**src/rtl/pipeline_ctrl.sv**
```systemverilog
// pipeline_ctrl: central stall/flush controller for the 5-stage integer pipeline.
//
// Detects load-use hazards between the ID instruction and a load in EX.
// Sequences fixed-latency multi-cycle EX ops with a down-counter.
// Merges the MEM wait and the EX redirect into one per-register stall vector
// plus a flush strobe.
//
// Optional feature: define PIPE_PERF_CNT_EN to build the stall/flush
// performance counters. Without it, both perf outputs are tied to zero.
//
// Ports:
//   clk, rst                 clock, synchronous active-high reset
//   id_reg_read_en_1/2       ID source operand read enables
//   id_reg_addr_1/2          ID source register addresses
//   id_write_reg_en/addr     ID destination write enable / address
//   id_mem_read              ID instruction is a load
//   ex_mc_op                 EX instruction is multi-cycle
//   mem_stall_req            MEM waiting on memory (level)
//   flush_req                EX redirect (level, held until flush seen)
//   stall[4:0]               hold: [0] PC [1] IF/ID [2] ID/EX [3] EX/MEM [4] MEM/WB
//   flush                    clear IF/ID and ID/EX, PC takes redirect
//   mc_start, mc_done        multi-cycle begin / result-valid pulses
//   perf_stall_cnt           cycles with stall[0]=1
//   perf_flush_cnt           cycles with flush=1
module pipeline_ctrl #(
  parameter int unsigned MC_LATENCY = 32,
  parameter int unsigned CNT_W      = 6
) (
  input  logic        clk,
  input  logic        rst,
  input  logic        id_reg_read_en_1,
  input  logic [4:0]  id_reg_addr_1,
  input  logic        id_reg_read_en_2,
  input  logic [4:0]  id_reg_addr_2,
  input  logic        id_write_reg_en,
  input  logic [4:0]  id_write_reg_addr,
  input  logic        id_mem_read,
  input  logic        ex_mc_op,
  input  logic        mem_stall_req,
  input  logic        flush_req,
  output logic [4:0]  stall,
  output logic        flush,
  output logic        mc_start,
  output logic        mc_done,
  output logic [31:0] perf_stall_cnt,
  output logic [31:0] perf_flush_cnt
);

  typedef enum logic [1:0] {StRun, StMcWait, StMcDone} state_e;

  localparam logic [CNT_W-1:0] CntInit = CNT_W'(MC_LATENCY - 2);

  state_e           state_q, state_d;
  logic [CNT_W-1:0] cnt_q, cnt_d;
  logic             done_first_q, done_first_d;
  logic             ex_load_vld_q;
  logic [4:0]       ex_load_addr_q;
  logic             load_use;
  logic             mc_hold;

  assign load_use = ex_load_vld_q &
                    ((id_reg_read_en_1 & (id_reg_addr_1 == ex_load_addr_q)) |
                     (id_reg_read_en_2 & (id_reg_addr_2 == ex_load_addr_q)));

  assign mc_hold = ex_mc_op & (state_q != StMcDone);

  // Stall vector and flush strobe, highest priority first.
  always_comb begin
    stall = 5'b00000;
    if (mem_stall_req) begin
      stall = 5'b01111;
    end else if (mc_hold) begin
      stall = 5'b00111;
    end else if (flush_req) begin
      stall = 5'b00000;  // ID instruction is killed, so no load-use stall
    end else if (load_use) begin
      stall = 5'b00011;
    end
    flush = flush_req & ~mem_stall_req & ~mc_hold;
  end

  // Multi-cycle sequencer. WAIT covers count values CntInit..1, so DONE is
  // entered MC_LATENCY-1 cycles after the op reached EX.
  always_comb begin
    state_d      = state_q;
    cnt_d        = cnt_q;
    done_first_d = 1'b0;
    mc_start     = 1'b0;
    case (state_q)
      StRun: begin
        if (ex_mc_op) begin
          mc_start = 1'b1;
          cnt_d    = CntInit;
          if (CntInit == '0) begin
            state_d      = StMcDone;
            done_first_d = 1'b1;
          end else begin
            state_d = StMcWait;
          end
        end
      end
      StMcWait: begin
        cnt_d = cnt_q - CNT_W'(1);
        if (cnt_q == CNT_W'(1)) begin
          state_d      = StMcDone;
          done_first_d = 1'b1;
        end
      end
      StMcDone: begin
        if (!stall[3]) begin
          state_d = StRun;
        end
      end
      default: state_d = StRun;
    endcase
  end

  // Only the first DONE cycle pulses, even if MEM holds us there.
  assign mc_done = (state_q == StMcDone) & done_first_q;

  always_ff @(posedge clk) begin
    if (rst) begin
      state_q      <= StRun;
      cnt_q        <= '0;
      done_first_q <= 1'b0;
    end else begin
      state_q      <= state_d;
      cnt_q        <= cnt_d;
      done_first_q <= done_first_d;
    end
  end

  // Tracks whether the instruction now in EX is a load and its destination.
  always_ff @(posedge clk) begin
    if (rst) begin
      ex_load_vld_q  <= 1'b0;
      ex_load_addr_q <= 5'd0;
    end else if (!stall[2]) begin
      if (flush || stall[1]) begin
        ex_load_vld_q  <= 1'b0;
        ex_load_addr_q <= 5'd0;
      end else begin
        ex_load_vld_q  <= id_mem_read & id_write_reg_en & (id_write_reg_addr != 5'd0);
        ex_load_addr_q <= id_write_reg_addr;
      end
    end
  end

`ifdef PIPE_PERF_CNT_EN
  logic [31:0] perf_stall_q, perf_flush_q;

  always_ff @(posedge clk) begin
    if (rst) begin
      perf_stall_q <= 32'd0;
      perf_flush_q <= 32'd0;
    end else begin
      if (stall[0]) perf_stall_q <= perf_stall_q + 32'd1;
      if (flush)    perf_flush_q <= perf_flush_q + 32'd1;
    end
  end

  assign perf_stall_cnt = perf_stall_q;
  assign perf_flush_cnt = perf_flush_q;
`else
  assign perf_stall_cnt = 32'd0;
  assign perf_flush_cnt = 32'd0;
`endif

endmodule

```
**config.mk**
```make
export PLATFORM = sky130hd
export DESIGN_NAME = pipeline_ctrl
export DESIGN_NICKNAME = d
export VERILOG_FILES = /design/src/rtl/pipeline_ctrl.sv
export SDC_FILE = /design/constraint.sdc
export NUM_CORES = 1
export LEC_CHECK = 0
export ABC_AREA = 1
export CAP_MARGIN = 20
export CORE_UTILIZATION = 38
export DETAILED_ROUTE_END_ITERATION = 8
export PLACE_DENSITY = 0.86
export SYNTH_ARGS = -nofsm -noshare
export SYNTH_HDL_FRONTEND = slang
export SYNTH_SLANG_ARGS = --single-unit
```
**constraint.sdc**
```tcl
create_clock -name clk -period 2.33 [get_ports clk]
set_input_delay 0.3495 -clock clk [delete_from_list [all_inputs] [get_ports clk]]
set_output_delay 0.3495 -clock clk [all_outputs]
set_load 0.1 [all_outputs]
```
=== Yosys cells after proc, flatten, opt, wreduce, memory -nomap -nowiden ===
Cells that the tools add are included.

* Register bits after elaboration: 15
* Input bits: 24
* Output and inout port bits: 72
* Logic and storage cells: 50

* Add/sub/neg operators: 1
* Equality and inequality tests: 9
* Muxes and demuxes: 15
* Bitwise operators: 13
* Reduce and logical (&&, ||, !) cells: 7

{| class="wikitable"
|+ Operator list
! kind !! count
|-
| $pmux W6 S2 || 1
|-
| $eq A5 B5 Y1 || 2
|-
| $mux W2 || 5
|-
| $and A1 B1 Y1 || 9
|-
| $ne A2 B2 Y1 const B || 4
|-
| $eq A6 B1 Y1 const B || 1
|-
| $mux W6 || 1
|-
| $pmux W2 S3 || 1
|-
| $sub A6 B1 Y6 const B || 1
|-
| $mux W5 || 1
|-
| $reduce_bool A5 Y1 || 1
|-
| $mux W1 || 4
|-
| $mux W4 || 1
|-
| $mux W3 || 1
|-
| $not A1 Y1 || 3
|-
| $reduce_and A3 Y1 || 1
|-
| $eq A2 B1 Y1 const B || 1
|-
| $eq A2 B2 Y1 const B || 1
|-
| $logic_not A2 Y1 || 1
|-
| $reduce_and A2 Y1 || 1
|-
| $reduce_bool A2 Y1 || 1
|-
| $reduce_or A2 Y1 || 1
|-
| $logic_or A1 B1 Y1 || 1
|-
| $or A1 B1 Y1 || 1
|}

=== Logic depth before layout (Yosys ltp) ===
* Depth after elaboration: 10
* Mapped depth: 9
* Depth with buffers taken out: 9

=== Worst setup path after synthesis ===
OpenSTA, ideal clock, no wires.

* Path type: register to output
* Start point: reg state_q[1]
* End point: out flush
* Arrival time: 2.310 ns
* Data required time: 1.980 ns
* Slack: -0.330 ns
* Cell stages (with the launch flop): 7
* Path buffers: 0
* Cells stage by stage: dfxtp_1 > nand2_1 > nand2_1 > inv_1 > nor2_4 > inv_2 > nor2_1

* Longest elaborated chain between the ends: 4

{| class="wikitable"
|+ Ends and longest elaborated chain
! what !! RTL line !! text
|-
| from (decl) || 53 || <nowiki>state_e state_q, state_d;</nowiki>
|-
| from (signal assigned) || 123 || <nowiki>state_q <= StRun;</nowiki>
|-
| from (signal assigned) || 127 || <nowiki>state_q <= state_d;</nowiki>
|-
| $ne A2 B2 Y1 || 65 || <nowiki>assign mc_hold = ex_mc_op & (state_q != StMcDone);</nowiki>
|-
| $and A1 B1 Y1 || 65 ||
|-
| $not A1 Y1 || 79 || <nowiki>flush = flush_req & ~mem_stall_req & ~mc_hold;</nowiki>
|-
| $and A1 B1 Y1 || 79 ||
|-
| to (decl) || 42 || <nowiki>output logic flush,</nowiki>
|}

Every way passes these cells.

=== Final worst setup path ===
* Start point: in id_reg_addr_1[3]
* End point: out stall[0]

* Longest elaborated chain between the ends: 8

{| class="wikitable"
|+ Ends and longest elaborated chain
! what !! RTL line !! text
|-
| from (decl) || 32 || <nowiki>input logic [4:0] id_reg_addr_1,</nowiki>
|-
| $eq A5 B5 Y1 || 62 || <nowiki>((id_reg_read_en_1 & (id_reg_addr_1 == ex_load_addr_q)) |</nowiki>
|-
| $and A1 B1 Y1 || 62 ||
|-
| $or A1 B1 Y1 || 62 ||
|-
| $and A1 B1 Y1 || 61 || <nowiki>assign load_use = ex_load_vld_q &</nowiki>
|-
| $mux W2 || 76 || <nowiki>end else if (load_use) begin</nowiki>
|-
| $mux W2 || 74 || <nowiki>end else if (flush_req) begin</nowiki>
|-
| $mux W3 || 72 || <nowiki>end else if (mc_hold) begin</nowiki>
|-
| $mux W4 || 70 || <nowiki>if (mem_stall_req) begin</nowiki>
|-
| to (decl) || 41 || <nowiki>output logic [4:0] stall,</nowiki>
|}

Every way passes these cells.

==> impl_metrics.csv <==
group,metric,value,unit
detailed_routing,post_drt_wl_per_cell,8.388,um
min_path,hold_path_class,"flip-flop to flip-flop",
placed_design,routabilityCongestion,0.8445,
cts,cts_hold_buf,0,
sta,maxSlewViolCount,0,
synth,synthDistinctLibCells,20,
cts,clkTransAtPathRegs,0.06,ns
synth,yosys.area.top_type,"buf_4",
placed_design,portBuffers,30,
cells_and_area,stdcell_area,1608,um2
worst_setup_path,critical_path.endpoint_type,"primary output",
detailed_routing,vias,1111,
floorplan,core.rowCount,21,
cts,cts_resized,0,
cells_and_area,area_growth,14.53,%
sta,fmax,486.0,MHz
power,seqPwrFrac,24.6,%
worst_setup_path,reg2reg_depth,10,
grt,track_usage,12.10,%
synth,ys_warn_count,0,
cts,cts_tree,"done",
grt,grt_max_degree,16,
cts,clockRootBuffer,"clkbuf_8",
cells_and_area,postLayoutCoreUtil,46.71,%
grt,grt_overflow,0,
worst_setup_path,cp.required,1.98,ns
power,power_density,724.8,nW/um2
synth,netlist.area_leader.share,35.83,%
sta,rsz0062_at_grt,"no",
worst_setup_path,regToRegEndpoint,"ex_load_vld_q",
run,cap_viol_max_count,0,
cts,worst_skew_pair.late_latency,0.24,ns
cells_and_area,fillers,377,
placed_design,place_area,1563,um2
worst_setup_path,cp-start-kind,"primary input",
cts,numCtsBuffers,3,
worst_setup_path,crit_start,"id_reg_addr_1[3]",
synth,synth-edff-count,0,
detailed_routing,drc,0,
grt,grt_pass1_wl,3864,um
power,pwr-share-comb,57.7,%
synth,syn_inst,212,
run_status,outcome,"complete, no violations",
detailed_routing,dr.first_iter.drc_count,18,
sta,fin_crit,2.058,ns
power,switching_share,58.04,%
sta,max-slew-margin-rel,63.78,%
cells_and_area,seqCellArea,300.3,um2
cells_and_area,layout.nets,270,
grt,grt_pass1_vias,934,
sta,fin_crit_sh,88.31,%
synth,synth.area.top_cells,"buf_4 36%, dfxtp_1 21%, nand2_1 12%, inv_1 6.1%, nor2_1 5.3%",
placed_design,post-dp-hpwl,2055,um
floorplan,fp.dieH,62.78,um
sta,setup_viol,0,
worst_setup_path,rrSetupSlack,0.97,ns
power,peakVddDrop,0.2691,mV
power,power.leakage,0.0008127,uW
worst_setup_path,arrival,1.71,ns
detailed_routing,firstDrtPassIters,4,
cells_and_area,drive_gt1_share,7.819,%
sta,fin_skew,0.001600,ns
synth,syn_area,1404,um2
synth,avgSynthCellArea,6.622,um2
detailed_routing,totalWireLength,2424,um
worst_setup_path,worstReg2RegStart,"ex_load_addr_q[3]",
cts,clockBufferDepth,2,
power,p_clk_share,17.8,%
sta,hold_ws,0.4707,ns
worst_setup_path,crit_type,"primary input to primary output",
cts,clock-sinks,15,
worst_setup_path,cp-endpoint,"stall[0]",
sta,fin_setup_tns,0,ns
cells_and_area,multi_input_area,742.0,um2
detailed_routing,vias_per_cell,3.844,
synth,ys_seq_area_share,21.39,%
synth,yosysMostFrequentCell,"buf_4",
cts,cts_post_setup_buffers_inserted,0,
cts,htreeDepth,1,
floorplan,dieArea,3941,um2
cells_and_area,n_antenna_cell,0,
synth,synthTopCellsByCount,"67 x buf_4, 44 x nand2_1, 23 x inv_1",
sta,finalHoldViolations,0,
power,p_int,488.9,uW
worst_setup_path,worstPathMaxFanout,3,
detailed_routing,ant_nets,0,
floorplan,die_w,62.78,um
power,p_switching,676.4,uW
synth,async_flop_share,0,%
floorplan,core-area,3442,um2
grt,antenna_found_initial,0,
synth,yosys_register_bits,15,
floorplan,initial_utilization,40.79,%
synth,ys.flop_type,"dfxtp_1",
floorplan,io_pins,96,
sta,tightest_slew,0.5416,ns
==> worst max-delay path, stage by stage <==
cell and delay, ns:
clkdlybuf4s50_1 0.47, inv_1 0.04, nand2_1 0.05, nand2_1 0.04, nor2_1 0.13, nand3_1 0.09, nand2_1 0.07, nand2_1 0.08
nand2_1 0.18, buf_12 0.20
==> cell usage in the layout, fill, tap and decap left out <==
cell type,instances
buf_12,6
buf_4,2
o21ai_0,1
dfxtp_1,15
clkbuf_8,3
ha_1,2
nor3_1,3
nor2_1,19
nor2_2,1
a211oi_1,3
o21bai_1,1
clkdlybuf4s50_1,23
nand4_1,6
nand2_1,44
clkbuf_1,1
conb_1,65
a21oi_1,9
a221oi_1,1
nor2_4,3
inv_2,3
inv_1,23
nor3b_2,1
a31oi_1,2
nand3_1,6
==> registers in the layout, summed over array words and instances, names as in the netlist <==
name	flops
done_first_q	1
cnt_q	6
ex_load_vld_q	1
ex_load_addr_q	5
state_q	2
==> stage by stage <==
step | power (uW) | worst slack, ns | std cells
global placement | 958.4 | 0.2692 | 285
detailed placement | 962.7 | 0.2476 | 285
floorplan | 960.1 | 0.05210 | 276
finish | 1165 | 0.2725 | 289
CTS | 1172 | 0.2485 | 289
global route | 1211 | 0.08207 | 289
==> power by group through the flow <==
stage | sequential (uW) | clock [uW] | combinational (uW)
3_5_place_dp | 292 | 0 | 671
4_1_cts | 286 | 214 | 672
6_report | 286 | 207 | 672
5_1_grt | 289 | 224 | 697
2_1_floorplan | 289 | 0 | 671
3_3_place_gp | 291 | 0 | 667
==> worst min-delay path by stage <==
| stage | start | endpoint | slack (ns) | cells past startpoint |
|---|---|---|---|---|
| global route | cnt_q[5] | cnt_q[5] | 0.49 | 1 |
| finish | cnt_q[5] | cnt_q[5] | 0.47 | 1 |
| CTS | cnt_q[5] | cnt_q[5] | 0.47 | 1 |
| detailed placement | cnt_q[5] | cnt_q[5] | 0.46 | 1 |
| floorplan | rst | cnt_q[0] | 0.43 | 1 |
| global placement | cnt_q[5] | cnt_q[5] | 0.45 | 1 |
==> cell type report <==
cell class	instances	share of cell area, %
clock buffers	4	2.802
inverters	26	6.070
multi-input cells	167	46.15
flip-flops and latches	15	18.68
well taps	46	3.580
repair buffers	31	22.72
==> layer usage <==
| layer | GRT usage (%) | routed length (um) | up-vias |
|---|---|---|---|
| met5 | 0 | 0 | - |
| met4 | 3.488 | 19 | 0 |
| met3 | 2.190 | 148 | 2 |
| met2 | 21.20 | 1167 | 52 |
| met1 | 14.95 | 1089 | 472 |
| li1 | - | - | 585 |
==> kinds of logic after synthesis <==
| group | count (synthesis) | synth area share, % |
|---|---|---|
| other | 1 | 0.2671 |
| flip-flops | 15 | 21.39 |
| adder cells (fa/ha/maj) | 2 | 1.782 |
| buffers and inverters | 94 | 43.05 |
| AO/OA/AOI/OAI | 17 | 7.219 |
| AND/OR/NAND/NOR | 83 | 26.29 |
Note: power is estimated with default switching activity, not from simulation.
